### config.mk
export PLATFORM = sky130hd
export DESIGN_NAME = mem_bus_arbiter
export DESIGN_NICKNAME = d
export VERILOG_FILES = /design/src/rtl/mem_arb_pkg.sv /design/src/rtl/mem_bus_arbiter_rr_pick.sv /design/src/rtl/mem_bus_arbiter.sv
export SDC_FILE = /design/constraint.sdc
export NUM_CORES = 1
export LEC_CHECK = 0
export CAP_MARGIN = 10
export CORE_ASPECT_RATIO = 0.8
export CORE_MARGIN = 2
export CORE_UTILIZATION = 45
export CTS_CLUSTER_DIAMETER = 120
export DETAILED_ROUTE_END_ITERATION = 16
export PLACE_DENSITY_LB_ADDON = 0.08
export SYNTH_ARGS = -nofsm -noshare
export SYNTH_HDL_FRONTEND = slang
export SYNTH_SLANG_ARGS = --single-unit
### constraint.sdc
create_clock -name clk -period 4.4 [get_ports clk]
set_input_delay 0.88 -clock clk [delete_from_list [all_inputs] [get_ports clk]]
set_output_delay 0.88 -clock clk [all_outputs]
set_load 0.01 [all_outputs]
### src/rtl/mem_arb_pkg.sv
// mem_arb_pkg: shared definitions for the memory bus arbiter.
//   arb_state_t   - FSM state encoding (IDLE=0, GRANT=1, OWNED=2, TURN=3)
//   clog2()       - index/counter width helper, never returns less than 1
//   DEF_*         - default parameter values for mem_bus_arbiter
package mem_arb_pkg;

    typedef enum logic [1:0] {
        ST_IDLE  = 2'd0,
        ST_GRANT = 2'd1,
        ST_OWNED = 2'd2,
        ST_TURN  = 2'd3
    } arb_state_t;

    localparam int DEF_NREQ          = 4;
    localparam int DEF_GRANT_TIMEOUT = 16;
    localparam int DEF_WDOG_LIMIT    = 256;

    // Ceiling log2. A width of 1 is the floor so that a 1-bit index or
    // counter is still declarable for the smallest legal parameter values.
    function automatic int clog2(input int n);
        int r;
        r = 0;
        while ((1 << r) < n) begin
            r = r + 1;
        end
        return (r < 1) ? 1 : r;
    endfunction

endpackage

### src/rtl/mem_bus_arbiter_rr_pick.sv
// rr_pick: combinational round-robin priority encoder.
//   req     in  NREQ  request vector
//   rr_ptr  in  IDW   index that has highest priority this round
//   winner  out IDW   first set req bit scanning rr_ptr, rr_ptr+1, ... mod NREQ
//   any_req out 1     at least one request is pending
module rr_pick
    import mem_arb_pkg::*;
#(
    parameter int NREQ = DEF_NREQ,
    parameter int IDW  = clog2(NREQ)
) (
    input  logic [NREQ-1:0] req,
    input  logic [IDW-1:0]  rr_ptr,
    output logic [IDW-1:0]  winner,
    output logic            any_req
);

    // Rotating a doubled copy right by rr_ptr puts the highest-priority
    // client at bit 0; the lowest set bit is then the offset from rr_ptr.
    logic [2*NREQ-1:0] req_dbl;
    logic [NREQ-1:0]   req_rot;
    logic [IDW-1:0]    offset;
    logic [IDW:0]      sum;

    assign req_dbl = {req, req};
    assign req_rot = NREQ'(req_dbl >> rr_ptr);
    assign any_req = |req;

    always_comb begin
        offset = '0;
        for (int i = NREQ - 1; i >= 0; i--) begin
            if (req_rot[i]) begin
                offset = IDW'(i);
            end
        end
    end

    assign sum    = {1'b0, rr_ptr} + {1'b0, offset};
    assign winner = (sum >= (IDW+1)'(NREQ)) ? IDW'(sum - (IDW+1)'(NREQ)) : sum[IDW-1:0];

endmodule

### src/rtl/mem_bus_arbiter.sv
// mem_bus_arbiter: central round-robin owner of the shared memory interconnect.
//   clk            in   system clock, rising edge
//   reset          in   asynchronous, active-low (0 = reset)
//   req            in   per-client mem_req (level)
//   busy_in        in   per-client bus_busy_out (level)
//   grant          out  one-hot or zero grant, registered
//   owner_id       out  index of current/last grantee, registered
//   bus_idle       out  high only in IDLE
//   grant_timeout  out  one-cycle pulse when an unused grant is revoked
//   conflict       out  sticky: illegal busy pattern observed
//   wdog_err       out  sticky: owner exceeded the hold limit
// Build option: define MEM_ARB_WATCHDOG_EN to bound how long one client may
// hold busy (WDOG_LIMIT cycles); without it wdog_err is tied low.
module mem_bus_arbiter
    import mem_arb_pkg::*;
#(
    parameter int NREQ          = DEF_NREQ,
    parameter int GRANT_TIMEOUT = DEF_GRANT_TIMEOUT,
    parameter int WDOG_LIMIT    = DEF_WDOG_LIMIT,
    localparam int IDW          = clog2(NREQ)
) (
    input  logic            clk,
    input  logic            reset,
    input  logic [NREQ-1:0] req,
    input  logic [NREQ-1:0] busy_in,
    output logic [NREQ-1:0] grant,
    output logic [IDW-1:0]  owner_id,
    output logic            bus_idle,
    output logic            grant_timeout,
    output logic            conflict,
    output logic            wdog_err
);

    localparam int             GCW       = clog2(GRANT_TIMEOUT);
    localparam logic [GCW-1:0] GCNT_LAST = GCW'(GRANT_TIMEOUT - 1);

    if (NREQ < 2 || NREQ > 8 || GRANT_TIMEOUT < 2 || WDOG_LIMIT < 2) begin : g_bad_params
        $error("mem_bus_arbiter: parameter out of range");
    end

    arb_state_t      state_reg, state_next;
    logic [NREQ-1:0] grant_reg, grant_next;
    logic [IDW-1:0]  owner_reg, owner_next;
    logic [IDW-1:0]  rr_ptr_reg, rr_ptr_next;
    logic [GCW-1:0]  gcnt_reg, gcnt_next;
    logic            timeout_reg, timeout_next;
    logic            conflict_reg, conflict_next;

    logic [IDW-1:0]  winner;
    logic            any_req;
    logic [NREQ-1:0] owner_mask;
    logic [NREQ-1:0] win_mask;
    logic            owner_busy;
    logic            owner_req;
    logic            conflict_hit;

    rr_pick #(
        .NREQ (NREQ),
        .IDW  (IDW)
    ) u_rr_pick (
        .req     (req),
        .rr_ptr  (rr_ptr_reg),
        .winner  (winner),
        .any_req (any_req)
    );

    for (genvar gi = 0; gi < NREQ; gi++) begin : g_mask
        assign owner_mask[gi] = (owner_reg == IDW'(gi));
        assign win_mask[gi]   = (winner == IDW'(gi));
    end

    // Only the owner's req/busy matter outside IDLE.
    assign owner_busy = |(busy_in & owner_mask);
    assign owner_req  = |(req & owner_mask);

    // Illegal busy: more than one line high, a non-owner driving while the
    // bus is allocated, or anyone driving while the bus is idle.
    assign conflict_hit = (|(busy_in & (busy_in - 1'b1)))
                        | ((state_reg != ST_IDLE) & (|(busy_in & ~owner_mask)))
                        | ((state_reg == ST_IDLE) & (|busy_in));

`ifdef MEM_ARB_WATCHDOG_EN
    localparam int             HCW       = clog2(WDOG_LIMIT) + 1;
    localparam logic [HCW-1:0] HCNT_LAST = HCW'(WDOG_LIMIT - 1);

    logic [HCW-1:0] hcnt_reg, hcnt_next;
    logic           wdog_reg, wdog_next;

    assign wdog_err = wdog_reg;
`else
    assign wdog_err = 1'b0;
`endif

    always_comb begin
        state_next    = state_reg;
        grant_next    = grant_reg;
        owner_next    = owner_reg;
        rr_ptr_next   = rr_ptr_reg;
        gcnt_next     = gcnt_reg;
        timeout_next  = 1'b0;
        conflict_next = conflict_reg | conflict_hit;
`ifdef MEM_ARB_WATCHDOG_EN
        hcnt_next     = hcnt_reg;
        wdog_next     = wdog_reg;
`endif
        case (state_reg)
            ST_IDLE: begin
                if (any_req) begin
                    state_next = ST_GRANT;
                    grant_next = win_mask;
                    owner_next = winner;
                    gcnt_next  = '0;
                end
            end
            ST_GRANT: begin
                // Busy beats withdrawal and timeout in the same cycle.
                if (owner_busy) begin
                    state_next = ST_OWNED;
`ifdef MEM_ARB_WATCHDOG_EN
                    hcnt_next  = '0;
`endif
                end else if (!owner_req) begin
                    state_next = ST_TURN;
                    grant_next = '0;
                end else if (gcnt_reg == GCNT_LAST) begin
                    state_next   = ST_TURN;
                    grant_next   = '0;
                    timeout_next = 1'b1;
                end else begin
                    gcnt_next = gcnt_reg + 1'b1;
                end
            end
            ST_OWNED: begin
                if (!owner_busy) begin
                    state_next = ST_TURN;
                    grant_next = '0;
                end
`ifdef MEM_ARB_WATCHDOG_EN
                else if (hcnt_reg == HCNT_LAST) begin
                    state_next = ST_TURN;
                    grant_next = '0;
                    wdog_next  = 1'b1;
                end else if (hcnt_reg != '1) begin
                    hcnt_next = hcnt_reg + 1'b1;
                end
`endif
            end
            ST_TURN: begin
                // One dead cycle with grant low so the old owner's drivers
                // release before anyone else is granted.
                state_next  = ST_IDLE;
                rr_ptr_next = (owner_reg == IDW'(NREQ - 1)) ? '0 : owner_reg + 1'b1;
            end
            default: begin
                state_next = ST_IDLE;
                grant_next = '0;
            end
        endcase
    end

    always_ff @(posedge clk or negedge reset) begin
        if (!reset) begin
            state_reg    <= ST_IDLE;
            grant_reg    <= '0;
            owner_reg    <= '0;
            rr_ptr_reg   <= '0;
            gcnt_reg     <= '0;
            timeout_reg  <= 1'b0;
            conflict_reg <= 1'b0;
        end else begin
            state_reg    <= state_next;
            grant_reg    <= grant_next;
            owner_reg    <= owner_next;
            rr_ptr_reg   <= rr_ptr_next;
            gcnt_reg     <= gcnt_next;
            timeout_reg  <= timeout_next;
            conflict_reg <= conflict_next;
        end
    end

`ifdef MEM_ARB_WATCHDOG_EN
    always_ff @(posedge clk or negedge reset) begin
        if (!reset) begin
            hcnt_reg <= '0;
            wdog_reg <= 1'b0;
        end else begin
            hcnt_reg <= hcnt_next;
            wdog_reg <= wdog_next;
        end
    end
`endif

    assign grant         = grant_reg;
    assign owner_id      = owner_reg;
    assign bus_idle      = (state_reg == ST_IDLE);
    assign grant_timeout = timeout_reg;
    assign conflict      = conflict_reg;

endmodule

* Word level (Yosys, flattened, before mapping) *
Index checks and enable logic that the tools add are counted.

cells by class
  add/sub/neg operators = 5
  magnitude comparators = 1
  equality and inequality tests = 17
  shift-type cells = 1
  multiplexer cells = 27
  bitwise gates (word level) = 10
  reduce and logical (&&, ||, !) cells = 16

operators with widths
  operator               count
  $mux W4                9
  $reduce_or A4 Y1       6
  $mux W2                11
  $and A4 B4 Y4          4
  $eq A2 B2 Y1 const B   6
  $pmux W4 S3            1
  $reduce_and A5 Y1      2
  $ne A2 B2 Y1 const B   4
  $pmux W2 S4            1
  $pmux W4 S2            1
  $shr A8 B2 Y4          1
  $eq A2 B1 Y1 const B   3
  $logic_not A2 Y1       3
  $add A4 B1 Y4 const B  1
  $eq A4 B4 Y1 const B   1
  $mux W1                4
  $ne A4 B4 Y1 const B   1
  $not A4 Y4             1
  $reduce_bool A2 Y1     2
  $sub A4 B1 Y4 const B  1
  $add A2 B2 Y3          1
  $ge A3 B3 Y1 const B   1
  $ne A3 B3 Y1 const B   1
  $or A1 B1 Y1           3
  7 further kinds        8

word-level totals
  bits in registers = 16
  input port bits = 10
  output and inout bits = 10
  logic and storage cells = 84

* Longest topological paths before layout *
  word-level depth = 11
  depth in mapped cells = 9
  gate-level depth less buffers = 8

* Cells and area by module *
From an unflattened synthesis, not the netlist that was laid out.

unflattened totals
  cell total of the unflattened synthesis = 131
  area total of the unflattened synthesis = 1256.2 µm²

by module, submodules not included
  module           times used  cells each  area each (µm²)  sequential area each (µm²)
  mem_bus_arbiter  1           104         1077.3           400.4
  rr_pick          1           27          178.9            0.0

* Least setup slack after synthesis *
Ideal clock, no wire load.

  path kind = input to register
  start point = input req[2]
  end point = register grant_reg[3] (netlist: grant[3])
  data arrival time = 2.391 ns
  data required time = 4.324 ns
  slack = 1.932 ns
  stages = 6
  buffers on the path = 1
  cells stage by stage = buf_6 -> a22o_1 -> o211a_1 -> or4_4 -> or3b_1 -> o21ai_1

on the way
  word-level cells in the longest chain between the ends = 11
  elaborated cells on any way between the ends = 20

ends and longest elaborated chain
  item                                                  line                           RTL
  from (decl)                                           mem_bus_arbiter.sv:24          input logic [NREQ-1:0] req,
  $shr A8 B2 Y4                                         mem_bus_arbiter_rr_pick.sv:26  assign req_rot = NREQ'(req_dbl >> rr_ptr);
  $mux W2 (4 in series)                                 mem_bus_arbiter_rr_pick.sv:32  if (req_rot[i]) begin
  $add A2 B2 Y3                                         mem_bus_arbiter_rr_pick.sv:38  assign sum = {1'b0, rr_ptr} + {1'b0, offset};
  $ge A3 B3 Y1 / $sub A2 B1 Y2 (equally long branches)  mem_bus_arbiter_rr_pick.sv:39  assign winner = (sum >= (IDW+1)'(NREQ)) ? IDW'(sum - (IDW+1)'(NREQ)) : sum[IDW-1:0];
  $mux W2                                               mem_bus_arbiter_rr_pick.sv:39
  $eq A2 B2 Y1                                          mem_bus_arbiter.sv:69          assign win_mask[gi] = (winner == IDW'(gi));
  $mux W4                                               mem_bus_arbiter.sv:108         if (any_req) begin
  $pmux W4 S3                                           mem_bus_arbiter.sv:106         case (state_reg)
  to (signal assigned)                                  mem_bus_arbiter.sv:172         grant_reg <= grant_next;
  to (decl)                                             mem_bus_arbiter.sv:42          logic [NREQ-1:0] grant_reg, grant_next;

Several ways; a longest one is shown, not always the timed one. The select of a mux whose other input is x is not followed.
A chain may end at the register's enable or synchronous reset.

* Final worst setup path *
  start point = input req[3]
  end point = register grant_reg[1] (netlist: grant[1])

on the way
  word-level cells in the longest chain between the ends = 11
  elaborated cells on any way between the ends = 20

ends and longest elaborated chain
  item                                                  line
  $shr A8 B2 Y4                                         mem_bus_arbiter_rr_pick.sv:26
  $mux W2 (4 in series)                                 mem_bus_arbiter_rr_pick.sv:32
  $add A2 B2 Y3                                         mem_bus_arbiter_rr_pick.sv:38
  $ge A3 B3 Y1 / $sub A2 B1 Y2 (equally long branches)  mem_bus_arbiter_rr_pick.sv:39
  $mux W2                                               mem_bus_arbiter_rr_pick.sv:39
  $eq A2 B1 Y1                                          mem_bus_arbiter.sv:69
  $mux W4                                               mem_bus_arbiter.sv:108
  $pmux W4 S3                                           mem_bus_arbiter.sv:106

Several ways; a longest one is shown, not always the timed one. The select of a mux whose other input is x is not followed.

==> impl_metrics.json <==
{
  "endpoint_kind": "register",
  "first_iter_violations": 66,
  "drt_wl_total_um": 2330,
  "holdPathStages": 1,
  "drive_gt1_share_pct": 8.51,
  "syn_nets": 145,
  "dieArea_um2": 2980,
  "grt-ovfl-total": 0,
  "grt_pass1_wl_um": 4070,
  "synth_ff_type": "dfrtp_1",
  "ys_types": 41,
  "cts.clk_slew.worst_paths_ns": 0.09,
  "setup-tns-final_ns": 0,
  "rsz0062_at_grt": "no",
  "syn_inst": 124,
  "syn_avg_cell_area_um2": 9.27,
  "yosysWarnings": 0,
  "use_met1_pct": 27.1,
  "initial_core_util_pct": 47.1,
  "crit_chain": "clkdlybuf4s50_1, a22o_1, o211a_1, or4_4, or3b_1, o21ai_1",
  "min-delay-start": "conflict",
  "cts_root_buf": "clkbuf_4",
  "p_comb_share_pct": 59.3,
  "synth.mux.area_fraction_pct": 6.75,
  "grt_pass1_vias": 869,
  "netlist_top_cells_area": "dfrtp_1 35%, ha_1 12%, mux2_2 5.9%, nand2_1 4.9%, o21ai_0 2.6%",
  "yosysTopAreaCell": "dfrtp_1",
  "p_sw_share_pct": 42.7,
  "crit_buf_inv": 1,
  "die_w_um": 60.5,
  "worstMarginPinSlew_ns": 0.718,
  "setup_viol_count_final": 0,
  "skew_ns": 0.00133,
  "synth_xor_area_share_pct": 2.29,
  "cp_max_fo": 8,
  "h-tree-depth": 1,
  "synth_edf_count": 0,
  "p_int_uw": 482,
  "grt_busiest_layer": "met1",
  "pwr-share-clk_pct": 9.0,
  "ioPinCount": 20,
  "synth_fa_ha_area_share_pct": 12.0,
  "grtUsageTotal_pct": 17.8,
  "status": "finished clean",
  "power.switching_uw": 360,
  "cts_setup_buffers": 0,
  "ys_seq_elements": 16,
  "final_area_um2": 1370,
  "relSlewSlack_pct": 52.0,
  "reg2reg_from": "owner_id[0]",
  "die_h_um": 49.2,
  "powerDensity_nw_per_um2": 615,
  "start_kind": "primary input",
  "diodes": 0,
  "ys_seq_area_share_pct": 34.8,
  "antenna_left": 0,
  "reg2reg_depth": 7,
  "drtPass1Iterations": 4,
  "syn_area_um2": 1150,
  "grt_max_degree": 17,
  "critPathTopFamily": "simple AND/OR/NAND/NOR gates",
  "seqPwrFrac_pct": 31.7,
  "cts_max_path_buffers": 2,
  "power.leakage_nw": 0.623,
  "hold_end": "conflict",
  "async_flop_share_pct": 100,
  "worstSetupPathType": "in -> reg",
  "fp-row-count": 16,
  "yosysTopAreaCellShare_pct": 34.8,
  "cts_resized": 0,
  "areaGrowthSynthToFinish_pct": 19.2,
  "insertion_delay_ns": 0.28,
  "nNetsFinal": 164,
  "viasPerCell": 5.37,
  "ctsHoldBuffers": 0,
  "min_period_over_period_pct": 63.4,
  "critPathRequiredTime_ns": 4.61,
  "total_power_uw": 842,
  "peakVddDrop_uv": 348,
  "antenna_found_initial": 0,
  "synth-compound-area-share_pct": 18.3,
  "final_util_pct": 56.1,
  "grt_use_met3_pct": 4.77,
  "cts_tree": "done",
  "core_area_um2": 2440,
  "gp_congestion": 0.776,
  "post-dp-hpwl_um": 1810,
  "place_ws_ns": 1.33,
  "port_buffers": 18,
  "arrival_ns": 3.00,
  "slowest_delay_ns": 0.55,
  "vias": 950,
  "drv_cap": 0,
  "hold_class": "reg -> reg",
  "synth_top_family_by_area": "simple AND/OR/NAND/NOR gates",
  "place_area_um2": 1350,
  "max_freq_mhz": 359,
  "detail_route.wl_per_cell_um": 13.2,
  "cts_buffers": 3,
  "grt_util_met2_pct": 25.9,
  "regToRegSetupSlack_ns": 2.03,
  "drc": 0,
  "slew_viol_final": 0,
  "period_needed_ns": 2.79,
  "crit_slowest_cell": "clkdlybuf4s50_1",
  "reg2reg_to": "grant[1]",
  "synthSimpleGateAreaFrac_pct": 21.5,
  "clock-sinks": 16,
  "setup_ws_ns": 1.61,
  "finalHoldViolations": 0
}
worst register-to-register path, stage by stage, from the launching register on:
cell     delay [ns]
dfrtp_1        0.46
inv_1          0.09
ha_1           0.24
a22o_1         0.20
o211a_1        0.26
or4_4          0.53
or3b_1         0.39
o21ai_1        0.13
kinds of logic after synthesis:
logic type / count (synthesis)
AND/OR/NAND/NOR: 47
flip-flops: 16
adder cells (fa/ha/maj): 11
other: 1
multiplexers: 7
buffers and inverters: 9
AO/OA/AOI/OAI: 30
XOR/XNOR: 3
worst max path at each step:
stage / end / startpoint / slack [ns] / depth (start not counted)
after CTS: grant[1] / req[3] / 1.63 / 6
after detailed placement: grant[1] / req[3] / 1.33 / 6
after global placement: grant[3] / req[1] / 1.33 / 6
after global routing: grant[0] / req[1] / 1.52 / 8
final: grant[1] / req[3] / 1.61 / 6
after floorplan: grant[3] / req[2] / 1.93 / 6
placed cells by master, fill, tap and decap left out, types with 2 or more instances in the layout:
cell / n
dfrtp_1: 16
and3_1: 2
nand2b_1: 4
a22oi_1: 2
o21bai_1: 2
ha_1: 11
o21ai_1: 2
a21oi_1: 5
clkbuf_4: 3
o21ai_0: 6
a22o_1: 3
nor2b_1: 2
nand3_1: 4
nor3b_1: 2
a211o_1: 2
nor3_1: 2
mux2_2: 6
clkdlybuf4s50_1: 18
xor2_1: 2
nand2_1: 15
o211a_1: 2
o221ai_1: 2
inv_1: 5
nor2_1: 7
or3_1: 2
layer usage:
| metal | share of wire [%] | vias up | wire, um |
|---|---|---|---|
| met5 | 0 | - | 0 |
| met4 | 0 | 0 | 0 |
| met3 | 3.8 | 0 | 89 |
| met2 | 43 | 14 | 1010 |
| met1 | 53 | 452 | 1240 |
| li1 | - | 484 | - |
power groups by stage:
stage	sequential, mW	combinational, mW	clock [mW]
after floorplan	0.245	0.381	0
after global placement	0.267	0.496	0
after detailed placement	0.270	0.502	0
after CTS	0.267	0.503	0.0794
after global routing	0.277	0.563	0.0864
final	0.267	0.500	0.0759
synth_stat cells (2+ instances only):
cell type	count
a211o_1	2
a21oi_1	5
a22o_1	3
a22oi_1	2
and3_1	2
dfrtp_1	16
ha_1	11
inv_1	5
mux2_2	6
nand2_1	15
nand2b_1	4
nand3_1	4
nor2_1	7
nor2b_1	2
nor3_1	2
nor3b_1	2
o211a_1	2
o21ai_0	6
o21ai_1	2
o21bai_1	2
o221ai_1	2
or3_1	2
xor2_1	2
layout make-up:
type	instances	area, um^2
Sequential cell	16	400
Tap cell	36	45.0
Inverter	5	18.8
Clock buffer	3	22.5
Fill cell	232	1070
Multi-Input combinational cell	99	703
Timing Repair Buffer	18	180
stage by stage:
stage | hold WS (ns) | instances
2_1_floorplan | 0.492 | 124
3_3_place_gp | 0.464 | 174
3_5_place_dp | 0.470 | 174
4_1_cts | 0.494 | 177
5_1_grt | 0.519 | 177
6_report | 0.489 | 177
Power figures use the tool's default switching activity.
